[src/rtl/spi_shift_reg.sv]
// SPI slave receive path: serial-in/parallel-out shift register that frames
// WIDTH-bit words into a holding register with a one-cycle valid strobe.
module spi_shift_reg #(
    parameter int WIDTH = 16
) (
    input  logic                     clock,
    input  logic                     nReset,
    input  logic                     shiftin,
    input  logic                     enable,
    output logic [WIDTH-1:0]         q,
    output logic [WIDTH-1:0]         word,
    output logic                     word_valid,
    output logic [$clog2(WIDTH)-1:0] bit_cnt
);

    localparam int CW = $clog2(WIDTH);
    localparam logic [CW-1:0] LAST_BIT = CW'(WIDTH - 1);

    logic [WIDTH-1:0] q_next;
    logic             frame_done;

    assign q_next     = {q[WIDTH-2:0], shiftin};
    assign frame_done = (bit_cnt == LAST_BIT);

    // q survives a dropped enable; only the bit counter restarts the frame.
    always_ff @(posedge clock or negedge nReset) begin
        if (!nReset) begin
            q          <= '0;
            word       <= '0;
            word_valid <= 1'b0;
            bit_cnt    <= '0;
        end else if (enable) begin
            q          <= q_next;
            word_valid <= frame_done;
            if (frame_done) begin
                word    <= q_next;
                bit_cnt <= '0;
            end else begin
                bit_cnt <= bit_cnt + 1'b1;
            end
        end else begin
            word_valid <= 1'b0;
            bit_cnt    <= '0;
        end
    end

endmodule

[config.mk]
export PLATFORM = sky130hd
export DESIGN_NAME = spi_shift_reg
export DESIGN_NICKNAME = d
export VERILOG_FILES = /design/src/rtl/spi_shift_reg.sv
export SDC_FILE = /design/constraint.sdc
export NUM_CORES = 1
export LEC_CHECK = 0
export BUFFER_PORTS_ARGS = -buffer_cell sky130_fd_sc_hd__buf_2
export CORE_MARGIN = 4
export CORE_UTILIZATION = 50
export DETAILED_ROUTE_END_ITERATION = 10
export PLACE_DENSITY_LB_ADDON = 0.25
export SYNTH_ARGS = -nofsm -noshare
export SYNTH_HDL_FRONTEND = slang
export SYNTH_SLANG_ARGS = --single-unit
[constraint.sdc]
create_clock -name clock -period 3.4 [get_ports clock]
set_input_delay 0.34 -clock clock [delete_from_list [all_inputs] [get_ports clock]]
set_output_delay 0.34 -clock clock [all_outputs]
set_load 0.01 [all_outputs]
==> results of run 1 <==
-- cell families (layout without fill, tap and decap cells) --
| family | count (synthesis) | in the layout | share of synthesized area [%] |
|---|---|---|---|
| DFF | 37 | 37 | 64.5 |
| muxes | 32 | 32 | 27.5 |
| buffers and inverters | 5 | 49 | 2.18 |
| AOI/OAI and AO/OA | 4 | 4 | 2.18 |
| and+or+nand+nor | 3 | 3 | 2.18 |
| adders and majority gates | 1 | 1 | 0.872 |
| xor gates and xnor gates | 1 | 1 | 0.610 |
-- synthesized netlist by cell type --
cell type	count	area [um2]
a21o_1	1	7.51
a311oi_1	2	17.5
a31oi_1	1	6.26
and2_1	1	6.26
buf_2	1	5.00
buf_4	1	7.51
buf_6	1	11.3
dfrtp_1	37	926
ha_1	1	12.5
inv_1	2	7.51
mux2_2	23	259
mux2_4	9	135
nand4_4	1	21.3
nor2_1	1	3.75
xnor2_1	1	8.76
-- how the worst min path moves through the flow --
stage,from,end,slack (ps),depth (start not counted)
2_1_floorplan,nReset,bit_cnt[0],40,0
3_3_place_gp,nReset,word[4],450,1
3_5_place_dp,nReset,bit_cnt[0],470,1
4_1_cts,nReset,q[5],90,1
5_1_grt,nReset,word[12],140,1
6_report,nReset,q[12],80,1
-- power by group through the flow --
| stage | clock network, mW | logic [mW] | registers, mW |
|---|---|---|---|
| after CTS | 0.299 | 0.216 | 0.585 |
| final | 0.291 | 0.210 | 0.584 |
| after floorplan | 0 | 0.0796 | 0.619 |
| after global placement | 0 | 0.210 | 0.590 |
| after detailed placement | 0 | 0.214 | 0.594 |
| after global routing | 0.316 | 0.229 | 0.601 |
-- registers in the layout, indices dropped and copies added (netlist names) --
name and flops:
q 16, word 16, bit_cnt 4, word_valid 1
-- area by class of cell --
type	instances	area [um2]
fill	229	1030
sequential	37	926
clock buffer	5	37.5
multi-input combinational	41	478
inverter	2	7.51
clock inverter	2	35.0
tap	31	38.8
timing repair buffer	40	200
-- through the flow --
step | hold slack (ps) | instances | area, um2
2_1_floorplan | 44.4 | 83 | 1440
3_3_place_gp | 452 | 151 | 1650
3_5_place_dp | 465 | 151 | 1650
4_1_cts | 88.3 | 158 | 1720
5_1_grt | 138 | 158 | 1720
6_report | 81.2 | 158 | 1720
-- per-layer routing --
layer / global-route usage (%) / wire length (um) / up-vias
met5: 0 / 0 / -
met4: 9.70 / 53 / 0
met3: 4.82 / 155 / 6
met2: 22.1 / 1170 / 26
met1: 18.3 / 1070 / 411
li1: - / - / 377
==> impl_metrics.ini, run 1 <==
[global_routing]
grt_max_degree = 38
antenna_found_initial = 0
grt_usage_pct = 14.8
grt_pass1_wl_mm = 3.90
grt_overflow = 0
grt_pass1_vias = 815

[clock_tree]
clk_pin_slew_ps = 110
cts_buffer_depth = 2
hold_buffers = 0
insertion_delay_ps = 330
clkSinkCount = 37
clockRootBuffer = clkbuf_4
cts.repair.resized = 0
tritoncts = yes
cts_setup_buffers = 0
htreeDepth = 2
cts_buffers = 5

[floorplan]
rows = 19
ioPinCount = 41
start_util_pct = 52.0
core_area_um2 = 2760
die_area_um2 = 3790
dieWidth_um = 61.6
die_h_um = 61.6

[timing]
period_needed_ps = 1600
fmax_mhz = 625
worst_slew_pin_slew_ps = 787
rsz0062_at_grt = false
setup_violations = 0
fin_tns_setup_ps = 0
slew_headroom_pct = 47.5
fin_crit_sh_pct = 47.0
setup_ws_ps = 1800
worst_clock_skew_ps = 14.0
final_max_slew_viol_count = 0
hold_viol_final = 0

[job]
cap_violations = 0

[layout]
fin_util_pct = 62.5
final_cell_mix = buf_2, dfrtp_1, mux2_2, mux2_4, clkbuf_4
antenna_cells = 0
syn2layout_area_growth_pct = 20.1
final_common_cell = buf_2
nNetsFinal = 132
drive_gt1_share_pct = 63.0

[detailed_routing]
totalWireLength_mm = 2.45
ant_nets = 0
firstDrtPassIters = 2
num_vias = 820
first_iter_violations = 35
drcViolationCount = 0
wl_per_cell_um = 15.5
viasPerCell = 5.19

[power]
p_leak_nw = 0.969
total_power_mw = 1.08
sequentialPowerShare_pct = 53.8
ir_worst_vdd_mv = 0.406
switching_share_pct = 28.3
pwr-share-comb_pct = 19.4
switchingPower_mw = 0.307
pwr-share-clk_pct = 26.8
internal_power_mw = 0.777
p_per_area_nw_per_um2 = 630

[worst_setup_path]
cp_data_arrival_time_ps = 1820
crit_path_end = word[15]
path_max_fanout = 17
cp_cell_sequence = ha_1 > nand4_4 > mux2_2
critical_path.max_stage_delay_ps = 430
cp_top_family = flip-flops
cp_slowest_cell = dfrtp_1
rrSetupSlack_ps = 1800
r2r_cells = 3
r2r-end = word[15]
critPathLaunchType = flip-flop
critPathLaunch = bit_cnt[0]
required_ps = 3620
path_class = reg2reg
end_kind = flip-flop
r2r_start = bit_cnt[0]
cp_num_cells = 3
crit_buf_inv = 0

[logic_synthesis]
synth_cell_types = 15
syn-num-nets = 88
yosysWarnings = 0
yosysSeqAreaShare_pct = 64.5
ys_seq_elements = 37
avgSynthCellArea_um2 = 17.3
synthCells = 83
syn_area_um2 = 1440

[hold_path]
hold_path.class = in2async

[place]
pre_cts_ws_ps = 1750
gp_congestion = 0.654
port_buffers = 40

[outcome]
status = finished clean
Power figures use the tool's default switching activity.
==> run 2, diff against run 1 <==
--- a/config.mk
+++ b/config.mk
@@ -5,9 +5,10 @@
 export SDC_FILE = /design/constraint.sdc
 export NUM_CORES = 1
 export LEC_CHECK = 0
+export ABC_AREA = 1
 export BUFFER_PORTS_ARGS = -buffer_cell sky130_fd_sc_hd__buf_2
 export CORE_MARGIN = 4
-export CORE_UTILIZATION = 50
+export CORE_UTILIZATION = 45
 export DETAILED_ROUTE_END_ITERATION = 10
 export PLACE_DENSITY_LB_ADDON = 0.25
 export SYNTH_ARGS = -nofsm -noshare
==> constraint.sdc (replaced) <==
create_clock -name clock -period 1.4 [get_ports clock]
set_input_delay 0.14 -clock clock [delete_from_list [all_inputs] [get_ports clock]]
set_output_delay 0.14 -clock clock [all_outputs]
set_load 0.01 [all_outputs]
==> run 2 against run 1 <==
Sequential power increased by 110%. Critical path type unchanged. Synthesized cell count grew 84%. Final area is 3.0% higher. Clock power is 68% higher. Global-route usage is 0.99 points higher. Non-clock buffer count up 7. Count of clock-buffer cells in the layout unchanged. Maximum frequency up 26%. Sequential share of layout area decreased by 1.6 points. First-iteration DRC count grew 66%. Core utilization decreased by 4.8 points.
==> impl_metrics.ini, run 2 <==
[floorplan]
rows = 20
dieWidth_um = 64.9
start_util_pct = 47.3
core_area_um2 = 3080
die_area_um2 = 4210
ioPinCount = 41
die_h_um = 64.9

[global_routing]
grt_pass1_wl_mm = 5.09
grt_pass1_vias = 1077
grt_max_degree = 38
grt_overflow = 0
grt_usage_pct = 15.8
antenna_found_initial = 0

[power]
total_power_mw = 1.95
switchingPower_mw = 0.538
pwr-share-clk_pct = 25.2
ir_worst_vdd_mv = 0.618
p_per_area_nw_per_um2 = 1100
internal_power_mw = 1.41
switching_share_pct = 27.6
sequentialPowerShare_pct = 62.3
p_leak_nw = 1.07
pwr-share-comb_pct = 12.5

[logic_synthesis]
postSynth.asyncResetShare_pct = 100
synth.top_cell.area_share_pct = 63.6
synth_most_common_cell = nand2_1
synth_edf_count = 0
synth_cell_types = 16
synth_common_cells = nand2_1, dfrtp_1, nand3_1
yosys-top-cells-area = dfrtp_1, nand2_1, nand3_1
avgSynthCellArea_um2 = 9.52
syn_area_um2 = 1460
synthCells = 153
yosysWarnings = 0
yosysSeqAreaShare_pct = 63.6
synth_area_leader_cell = dfrtp_1
synthFlopType = dfrtp_1
ys_seq_elements = 37
syn-num-nets = 158

[place]
port_buffers = 40
gp_congestion = 0.752
place.detailed.hpwl_mm = 2.00

[clock_tree]
clkSinkCount = 37
clk_pin_slew_ps = 90
htreeDepth = 2
cts_buffers = 5
insertion_delay_ps = 330
tritoncts = yes
cts_buffer_depth = 2
clockRootBuffer = clkbuf_4

[worst_setup_path]
cp_data_arrival_time_ps = 1530
critPathLaunchType = flip-flop
end_kind = flip-flop
required_ps = 1670
path_max_fanout = 6
r2r_start = bit_cnt[0]
critPathLaunch = bit_cnt[0]
path_class = reg2reg

[detailed_routing]
totalWireLength_mm = 2.91
wl_per_cell_um = 12.0
drcViolationCount = 0
ant_nets = 0
top_layer = met4
viasPerCell = 4.63
wl_met1_mm = 1.34
wl_met2_mm = 1.30
firstDrtPassIters = 4
num_vias = 1126
met3_length_um = 216
first_iter_violations = 58

[timing]
final_max_slew_viol_count = 0
worst_clock_skew_ps = 7.66
setup_violations = 0
fin_crit_sh_pct = 90.4
rsz0062_at_grt = false
hold_viol_final = 0
slew_headroom_pct = 69.4
worst_slew_pin_slew_ps = 459
fmax_mhz = 790
period_needed_ps = 1270
hold_slack_ps = 33.8
fin_tns_setup_ps = 0

[layout]
syn2layout_area_growth_pct = 21.8
fillers = 285
nNetsFinal = 205
top_regs = q (16), word (16), bit_cnt (4)
final_cell_mix = nand2_1, buf_2, dfrtp_1, nand3_1, o21ai_0
drive_gt1_share_pct = 28.6
antenna_cells = 0
final_common_cell = nand2_1

[hold_path]
hold_path.class = in2reg
hold_start = shiftin

[job]
cap_violations = 0

[outcome]
status = finished clean
run 2: cell types whose count changed in the layout (fill, tap and decap cells not counted), sizes merged, moves of 2 or more:
cell and delta:
nor2 +3, a311oi -2, buf +6, inv +10
nand2 +59, mux2 -32, o21ai +15, nand3 +17
run 2: stage by stage:
| stage | utilization (%) | cell area, um2 | cells | worst slack (ps) |
|---|---|---|---|---|
| finish | 57.6 | 1770 | 243 | 135 |
| global route | 57.6 | 1770 | 243 | 14.5 |
| CTS | 56.9 | 1750 | 241 | 64.3 |
| detailed placement | 55.2 | 1700 | 234 | 72.9 |
| global placement | 55.2 | 1700 | 234 | 123 |
| floorplan | - | 1460 | 153 | 121 |
run 2: what timing repair did:
| action | in CTS | in global routing |
|---|---|---|
| endpoints found under the hold margin | 37 | 0 |
| hold buffers | 1 | 0 |
| setup buffers | 0 | 2 |
| resized for setup | 0 | 1 |
| setup endpoints to repair | 0 | 16 |
run 2: power by group through the flow:
stage          registers [mW]  clock network, mW  logic [mW]
2_1_floorplan            1.26                  0      0.0821
3_3_place_gp             1.23                  0       0.238
3_5_place_dp             1.23                  0       0.244
4_1_cts                  1.21              0.513       0.247
5_1_grt                  1.23              0.566       0.275
6_report                 1.21              0.490       0.243
run 2: cells by family after synthesis:
family,count (synthesis),share of synthesized area (%)
adder cells (fa/ha/maj),1,0.859
buffers and inverters,19,6.10
AND/OR/NAND/NOR,81,24.3
AO/OA/AOI/OAI,15,5.15
flip-flops,37,63.6
run 2: per-layer routing:
layer | vias to the layer above | global-route usage [%]
met1 | 515 | 19.3
li1 | 571 | -
met5 | - | 0
met3 | 6 | 5.37
met4 | 0 | 5.54
met2 | 34 | 25.9
run 2: critical path, cell delays in order (launching register included):
cell and delay (ps):
dfrtp_1 420, ha_1 200, nand2_2 100, nor2_8 180, buf_4 170, nand3_1 70, nand2_1 70
run 2: cell type report:
class	instances	area [um2]	area share, %
Multi-Input combinational cell	97	450	25.4
Inverter	12	45.0	2.54
Clock inverter	1	5.00	0.282
Timing Repair Buffer	47	255	14.4
Sequential cell	37	926	52.2
Clock buffer	5	37.5	2.12
Tap cell	44	55.1	3.10
run 2: final timing paths:
check / endpoint / slack, ps / cells after the start
max: word[5] / 130 / 6
min reg2reg: word[3] / 480 / 2
min in group asynchronous: q[11] / 380 / 3
max in group asynchronous: q[0] / 690 / 3
min: q[0] / 30 / 3
max reg2reg: word[5] / 130 / 6
